`src/rtl/iir_coeff_loader.sv`:
```
`default_nettype none
// ============================================================================
// Module   : iir_coeff_loader
// Brief    : Shadows IIR coefficients, pushes them to the filter in a quiet
//            gap of the sample stream, then verifies the readback.
// Revision : 1.0
// ============================================================================
module iir_coeff_loader #(
    parameter int COEFF_WIDTH    = 20,
    parameter int COEFF_DEPTH    = 5,
    parameter int ADDR_WIDTH     = $clog2(COEFF_DEPTH),
    parameter int QUIET_CYCLES   = 4,
    parameter int TIMEOUT_CYCLES = 1024
) (
    input  logic                          clk,
    input  logic                          rst,
    input  logic                          cfg_valid,
    output logic                          cfg_ready,
    input  logic [ADDR_WIDTH-1:0]         cfg_addr,
    input  logic signed [COEFF_WIDTH-1:0] cfg_data,
    input  logic                          cfg_commit,
    input  logic                          sample_valid,
    output logic                          coeff_wr_en,
    output logic signed [COEFF_WIDTH-1:0] coeff_bus [COEFF_DEPTH],
    input  logic signed [COEFF_WIDTH-1:0] coeff_rb  [COEFF_DEPTH],
    output logic                          busy,
    output logic                          done,
    output logic                          verify_err,
    output logic                          addr_err,
    output logic                          timeout_err
);

    localparam int                    c_cnt_w      = $clog2(TIMEOUT_CYCLES + 1);
    localparam logic [c_cnt_w-1:0]    c_quiet_last = c_cnt_w'(QUIET_CYCLES - 1);
    localparam logic [c_cnt_w-1:0]    c_wait_last  = c_cnt_w'(TIMEOUT_CYCLES - 1);
    localparam logic [ADDR_WIDTH:0]   c_depth      = (ADDR_WIDTH + 1)'(COEFF_DEPTH);

    typedef enum logic [1:0] {
        S_IDLE       = 2'd0,
        S_WAIT_QUIET = 2'd1,
        S_WRITE      = 2'd2,
        S_VERIFY     = 2'd3
    } state_t;

    state_t                          r_state;
    state_t                          w_state_next;
    logic [c_cnt_w-1:0]              r_quiet_cnt;
    logic [c_cnt_w-1:0]              w_quiet_next;
    logic [c_cnt_w-1:0]              r_wait_cnt;
    logic [c_cnt_w-1:0]              w_wait_next;
    logic signed [COEFF_WIDTH-1:0]   r_shadow [COEFF_DEPTH];

    logic r_cfg_ready;
    logic r_busy;
    logic r_wr_en;
    logic r_done;
    logic r_verify_err;
    logic r_addr_err;
    logic r_timeout_err;

    logic w_wr_accept;
    logic w_addr_bad;
    logic w_commit;
    logic w_quiet_done;
    logic w_timeout;
    logic w_mismatch;

    // cfg_ready is only ever high while in IDLE, so it doubles as the IDLE qualifier
    assign w_wr_accept = cfg_valid && r_cfg_ready;
    assign w_addr_bad  = {1'b0, cfg_addr} >= c_depth;

    always_comb begin
        w_state_next = r_state;
        w_quiet_next = r_quiet_cnt;
        w_wait_next  = r_wait_cnt;
        w_commit     = 1'b0;
        w_quiet_done = 1'b0;
        w_timeout    = 1'b0;
        case (r_state)
            S_IDLE: begin
                if (r_cfg_ready && cfg_commit) begin
                    w_commit     = 1'b1;
                    w_state_next = S_WAIT_QUIET;
                    w_quiet_next = '0;
                    w_wait_next  = '0;
                end
            end
            S_WAIT_QUIET: begin
                w_wait_next = r_wait_cnt + 1'b1;
                if (sample_valid) begin
                    w_quiet_next = '0;
                end else if (r_quiet_cnt == c_quiet_last) begin
                    w_quiet_done = 1'b1;
                    w_state_next = S_WRITE;
                end else begin
                    w_quiet_next = r_quiet_cnt + 1'b1;
                end
                // A quiet gap completing on the last allowed edge still wins
                if (!w_quiet_done && (r_wait_cnt == c_wait_last)) begin
                    w_timeout    = 1'b1;
                    w_state_next = S_IDLE;
                end
            end
            S_WRITE:  w_state_next = S_VERIFY;
            S_VERIFY: w_state_next = S_IDLE;
            default:  w_state_next = S_IDLE;
        endcase
    end

    always_comb begin
        w_mismatch = 1'b0;
        for (int i = 0; i < COEFF_DEPTH; i++) begin
            if (coeff_rb[i] != r_shadow[i]) begin
                w_mismatch = 1'b1;
            end
        end
    end

    always_ff @(posedge clk or posedge rst) begin
        if (rst) begin
            r_state       <= S_IDLE;
            r_quiet_cnt   <= '0;
            r_wait_cnt    <= '0;
            r_cfg_ready   <= 1'b0;
            r_busy        <= 1'b0;
            r_wr_en       <= 1'b0;
            r_done        <= 1'b0;
            r_verify_err  <= 1'b0;
            r_addr_err    <= 1'b0;
            r_timeout_err <= 1'b0;
        end else begin
            r_state       <= w_state_next;
            r_quiet_cnt   <= w_quiet_next;
            r_wait_cnt    <= w_wait_next;
            r_cfg_ready   <= (w_state_next == S_IDLE);
            r_busy        <= (w_state_next != S_IDLE);
            r_wr_en       <= (w_state_next == S_WRITE);
            r_done        <= (r_state == S_VERIFY);
            r_addr_err    <= w_wr_accept && w_addr_bad;
            r_timeout_err <= w_timeout;
            if (w_commit) begin
                r_verify_err <= 1'b0;
            end else if ((r_state == S_VERIFY) && w_mismatch) begin
                r_verify_err <= 1'b1;
            end
        end
    end

    always_ff @(posedge clk or posedge rst) begin
        if (rst) begin
            for (int i = 0; i < COEFF_DEPTH; i++) begin
                r_shadow[i] <= '0;
            end
        end else if (w_wr_accept && !w_addr_bad) begin
            for (int i = 0; i < COEFF_DEPTH; i++) begin
                if (cfg_addr == ADDR_WIDTH'(i)) begin
                    r_shadow[i] <= cfg_data;
                end
            end
        end
    end

    assign cfg_ready   = r_cfg_ready;
    assign busy        = r_busy;
    assign coeff_wr_en = r_wr_en;
    assign done        = r_done;
    assign verify_err  = r_verify_err;
    assign addr_err    = r_addr_err;
    assign timeout_err = r_timeout_err;
    assign coeff_bus   = r_shadow;

endmodule
`default_nettype wire

```
`config.mk`:
```
export PLATFORM = sky130hd
export DESIGN_NAME = iir_coeff_loader
export DESIGN_NICKNAME = d
export VERILOG_FILES = /design/src/rtl/iir_coeff_loader.sv
export SDC_FILE = /design/constraint.sdc
export NUM_CORES = 1
export LEC_CHECK = 0
export ABC_AREA = 1
export CAP_MARGIN = 20
export CORE_UTILIZATION = 45
export DETAILED_ROUTE_END_ITERATION = 10
export HOLD_SLACK_MARGIN = 0.05
export PLACE_DENSITY = 0.8
export SYNTH_ARGS = -nofsm -noshare
export SYNTH_HDL_FRONTEND = slang
export SYNTH_SLANG_ARGS = --single-unit
```
`constraint.sdc`:
```
create_clock -name clk -period 12.61 [get_ports clk]
set_input_delay 2.522 -clock clk [delete_from_list [all_inputs] [get_ports clk]]
set_output_delay 2.522 -clock clk [all_outputs]
set_load 0.01 [all_outputs]
```
## Word-level counts from Yosys, hierarchy flattened

Cells that the tools add are included.
Widths: inputs -> output; s select.

- Register bits after elaboration: 131
- Output and inout bits: 107
- Logic and storage cells: 80

- Add/sub/neg operators: 2
- $lt $le $gt $ge: 1
- Eq/ne operators: 17
- Muxes and demuxes: 24
- Reductions and logical operators: 21

Operator list:

| cell | number |
|---|---|
| $ne 20x20->1 | 5 |
| $pmux 11 s2 | 2 |
| $mux 11 | 3 |
| $add 11x1->11 const B | 2 |
| $mux 1 | 14 |
| $reduce_and 2->1 | 6 |
| $eq 11x10->1 const B | 1 |
| $eq 11x2->1 const B | 1 |
| $mux 2 | 4 |
| $pmux 2 s4 | 1 |
| $eq 2x2->1 const B | 3 |
| $eq 3x2->1 const B | 2 |
| $logic_and 1x1->1 | 6 |
| $reduce_bool 2->1 | 3 |
| $logic_not 2->1 | 2 |
| $eq 3x1->1 const B | 1 |
| $eq 3x3->1 const B | 1 |
| $ge 3x3->1 const B | 1 |
| $logic_not 3->1 | 1 |
| $ne 3x3->1 const B | 1 |
| $reduce_and 3->1 | 1 |
| $eq 2x1->1 const B | 1 |
| $logic_not 1->1 | 2 |
| $ne 2x2->1 const B | 1 |

## Depth between registers and ports, before layout

- Word-level depth: 9
- Depth in mapped cells: 11

## Worst setup path before layout

OpenSTA, ideal clock, no wires.

- Kind: input -> register
- From: input port cfg_valid
- To: register r_shadow, in the netlist coeff_bus[20]
- Setup time: 0.130 ns
- Data arrival time: 3.225 ns
- Setup slack: 9.255 ns
- Stages: 6
- Path buffers: 1
- Path through: nand2_1 nor2_1 nand3_1 clkbuf_1 nand2_1 o21ai_0

- Longest elaborated chain between the ends: 3

Ends and longest elaborated chain:

| what | line | RTL |
|---|---|---|
| from (decl) | 17 | `input logic cfg_valid,` |
| $logic_and 1x1->1 | 69 | `assign w_wr_accept = cfg_valid && r_cfg_ready;` |
| $logic_and 1x1->1 | 154 | `end else if (w_wr_accept && !w_addr_bad) begin` |
| $reduce_and 2->1 (no source line) | -- |  |
| to (signal, indexed assignment) | 157 | `r_shadow[i] <= cfg_data;` |
| to (decl) | 51 | `logic signed [COEFF_WIDTH-1:0] r_shadow [COEFF_DEPTH];` |

No other way between the ends.
A chain may end at the register's enable or synchronous reset.

==> run_results.csv <==
group,metric,value,unit
outcome,status,"complete, no violations",
synthesis,synth_xor_area_frac,0.08192,
sta,setup_violations,0,
floorplan,fp.dieArea,15460,um2
sta,rsz0062_at_grt,"false",
synthesis,syn-num-nets,998,
grt,grt_remaining_overflow,0,
route,routed-via-count,6421,
synthesis,yosysSeqAreaShare,0.4867,
grt,grt_usage,0.2709,
clock_tree,clk_pin_slew,60,ps
power_and_ir_drop,switching_power,0.0007912,W
synthesis,synth_seq_cells,131,
worst_hold_path,min_delay_path_depth,1,
sta,slew-limit-headroom,0.3875,
power_and_ir_drop,internal_power,0.001380,W
clock_tree,cts_htree_levels,4,
synthesis,synth-compound-area-share,0.1055,
synthesis,syn-instance-count,868,
floorplan,die_x,124.3,um
sta,period_share,0.3142,
clock_tree,cts_num_sinks,131,
worst_hold_path,hold_class,"flop to flop",
finish,layout.nets,1233,
synthesis,synth_top_family_by_area,"simple AND/OR/NAND/NOR gates",
floorplan,core_area,14590,um2
power_and_ir_drop,p_seq_frac,0.366,
finish,mostFrequentLayoutCells,"nand2_1 (254), clkdlybuf4s50_1 (234), dfrtp_1 (131), o21ai_0 (116), nor2_1 (105)",
route,finalWirelength,20420,um
critical_path,critPathKind,"primary input to async pin",
grt,grt_pass1_vias,6052,
floorplan,initial_utilization,0.4617,
synthesis,synth_flop_cell,"dfrtp_1",
clock_tree,numCtsBuffers,17,
power_and_ir_drop,p_sw_frac,0.3644,
synthesis,synth_cell_types,35,
critical_path,r2r_cells,8,
sta,max_freq,252.4,MHz
run,cap_viol_max_count,0,
synthesis,yosysWarnings,0,
synthesis,async_flop_share,1.000,
clock_tree,cts_tree,"done",
floorplan,io_pins,235,
placement,gp_congestion,0.8361,
floorplan,die_h,124.3,um
power_and_ir_drop,p_per_area,220.8,nW/um2
critical_path,cp_max_fo,75,
sta,final-hold-violation-count,0,
synthesis,synthAdderAreaFrac,0.003715,
sta,tns,0,ps
clock_tree,cts_buffer_depth,2,
power_and_ir_drop,pwr-share-comb,0.408,
clock_tree,clock-root-buffer,"clkbuf_16",
synthesis,muxShareOfSynthArea,0.001672,
finish,syn_to_final_growth,46.02,%
finish,diodes,0,
sta,worst_pin_slew,918.8,ps
clock_tree,clock_latency,410,ps
critical_path,cp-start-kind,"primary input",
placement,place_hpwl,15280,um
power_and_ir_drop,clkPwrFrac,0.225,
sta,period_minus_slack,3962,ps
synthesis,synth-simple-area-share,0.2460,
floorplan,rows,44,
synthesis,synth_edf_count,0,
placement,dp_slack,8149,ps
clock_tree,cts_setup_buffers,0,
power_and_ir_drop,p_leak,4.692,nW
route,dr.pass1.iters,7,
clock_tree,cts_resized,0,
grt,grt_pass1_wl,32600,um
grt,grt_max_degree,76,
placement,port_buffers,234,
synthesis,syn-mean-instance-area,7.759,um2
finish,layout-drive-gt1-share,0.05206,
sta,setup_slack,8648,ps
route,postRouteAntennaNets,0,
route,wire_per_inst,15.73,um
route,drt_iter0_markers,454,
critical_path,arrival,4430,ps
critical_path,required,13080,ps
sta,skew,6.618,ps
sta,drv_slew,0,
power_and_ir_drop,peakVddDrop,0.00009381,V
route,drc,0,
route,drt-vias-per-instance,4.947,
clock_tree,postCtsHoldBufs,0,
finish,fillers,1174,
grt,antenna_found_initial,0,
critical_path,cp-end-kind,"async pin",
finish,final_common_cell,"nand2_1",
synthesis,syn_area,6735,um2
## power groups by stage
stage / combinational (W) / sequential, W / clock [W]
3_3_place_gp: 0.000864 / 0.000791 / 0
2_1_floorplan: 0.000370 / 0.000819 / 0
3_5_place_dp: 0.000889 / 0.000796 / 0
5_1_grt: 0.000982 / 0.000821 / 0.000514
4_1_cts: 0.000897 / 0.000793 / 0.000494
6_report: 0.000887 / 0.000795 / 0.000489
## synth_stat cells, types with 3 or more instances
cell / number / area, um2
nand2_1: 254 / 953.4
dfrtp_1: 131 / 3278
o21ai_0: 116 / 580.6
nor2_1: 105 / 394.1
inv_1: 102 / 382.9
xor2_1: 51 / 446.7
nand3_1: 23 / 115.1
clkbuf_1: 22 / 82.58
xnor2_1: 12 / 105.1
a21oi_1: 6 / 30.03
nand4_1: 6 / 37.54
o22ai_1: 5 / 31.28
a21oi_2: 4 / 35.03
inv_2: 3 / 11.26
nor2_2: 3 / 18.77
nor3_1: 3 / 15.01
or2_2: 3 / 18.77
## layer usage
metal  up-vias  share of wire  wire (um)  track usage
met5         -              0          0            0
met4         0          0.016        323      0.07725
met3        23          0.056       1143      0.04983
met2       222           0.50      10250       0.4586
met1      3002           0.43       8699       0.3535
li1       3174              -          -            -
## cell type report
type,count,area (um2),area share
multi-input combinational,607,2955,0.3005
inverter,106,402.9,0.04097
timing repair buffer,240,2387,0.2427
clock inverter,11,137.6,0.01399
sequential,131,3278,0.3333
clock buffer,19,442.9,0.04504
tap,184,230.2,0.02341
## critical path, stage by stage
cell,delay [ps]
clkdlybuf4s50_1,450
inv_4,660
buf_4,730
## stage by stage
| step | cell area [um2] | hold WS, ps | utilization | power [W] | cells |
|---|---|---|---|---|---|
| 3_3_place_gp | 9254 | 487.1 | 0.6343 | 0.001655 | 1268 |
| 3_5_place_dp | 9254 | 486.8 | 0.6343 | 0.001685 | 1268 |
| 5_1_grt | 9834 | 527.7 | 0.6741 | 0.002317 | 1298 |
| 2_1_floorplan | 6735 | 451.3 | - | 0.001190 | 868 |
| 4_1_cts | 9834 | 494.4 | 0.6741 | 0.002184 | 1298 |
| 6_report | 9834 | 488.3 | 0.6741 | 0.002171 | 1298 |
## sequential cells by signal (all words and copies together), names as in the netlist, 2 cells and up
| signal | count |
|---|---|
| r_wait_cnt | 11 |
| r_state | 2 |
| coeff_bus | 100 |
| r_quiet_cnt | 11 |
## cell families after synthesis
kind of cell               Yosys count
and+or+nand+nor                    407
AOI/OAI and AO/OA                  134
DFF                                131
buffers and inverters              130
xor gates and xnor gates            63
adders and majority gates            2
muxes                                1
## path summary, 6_finish.rpt
path,startpoint,to,slack (ps)
max reg2reg,r_quiet_cnt[1],r_quiet_cnt[2],10690
max in group clk,coeff_bus[67],coeff_bus[67],8650
min,r_wait_cnt[9],r_wait_cnt[9],490
min reg2reg,r_wait_cnt[9],r_wait_cnt[9],490
max,rst,r_quiet_cnt[8],8650
min in group asynchronous,rst,coeff_bus[64],2660
Note: power is estimated with default switching activity, not from simulation.
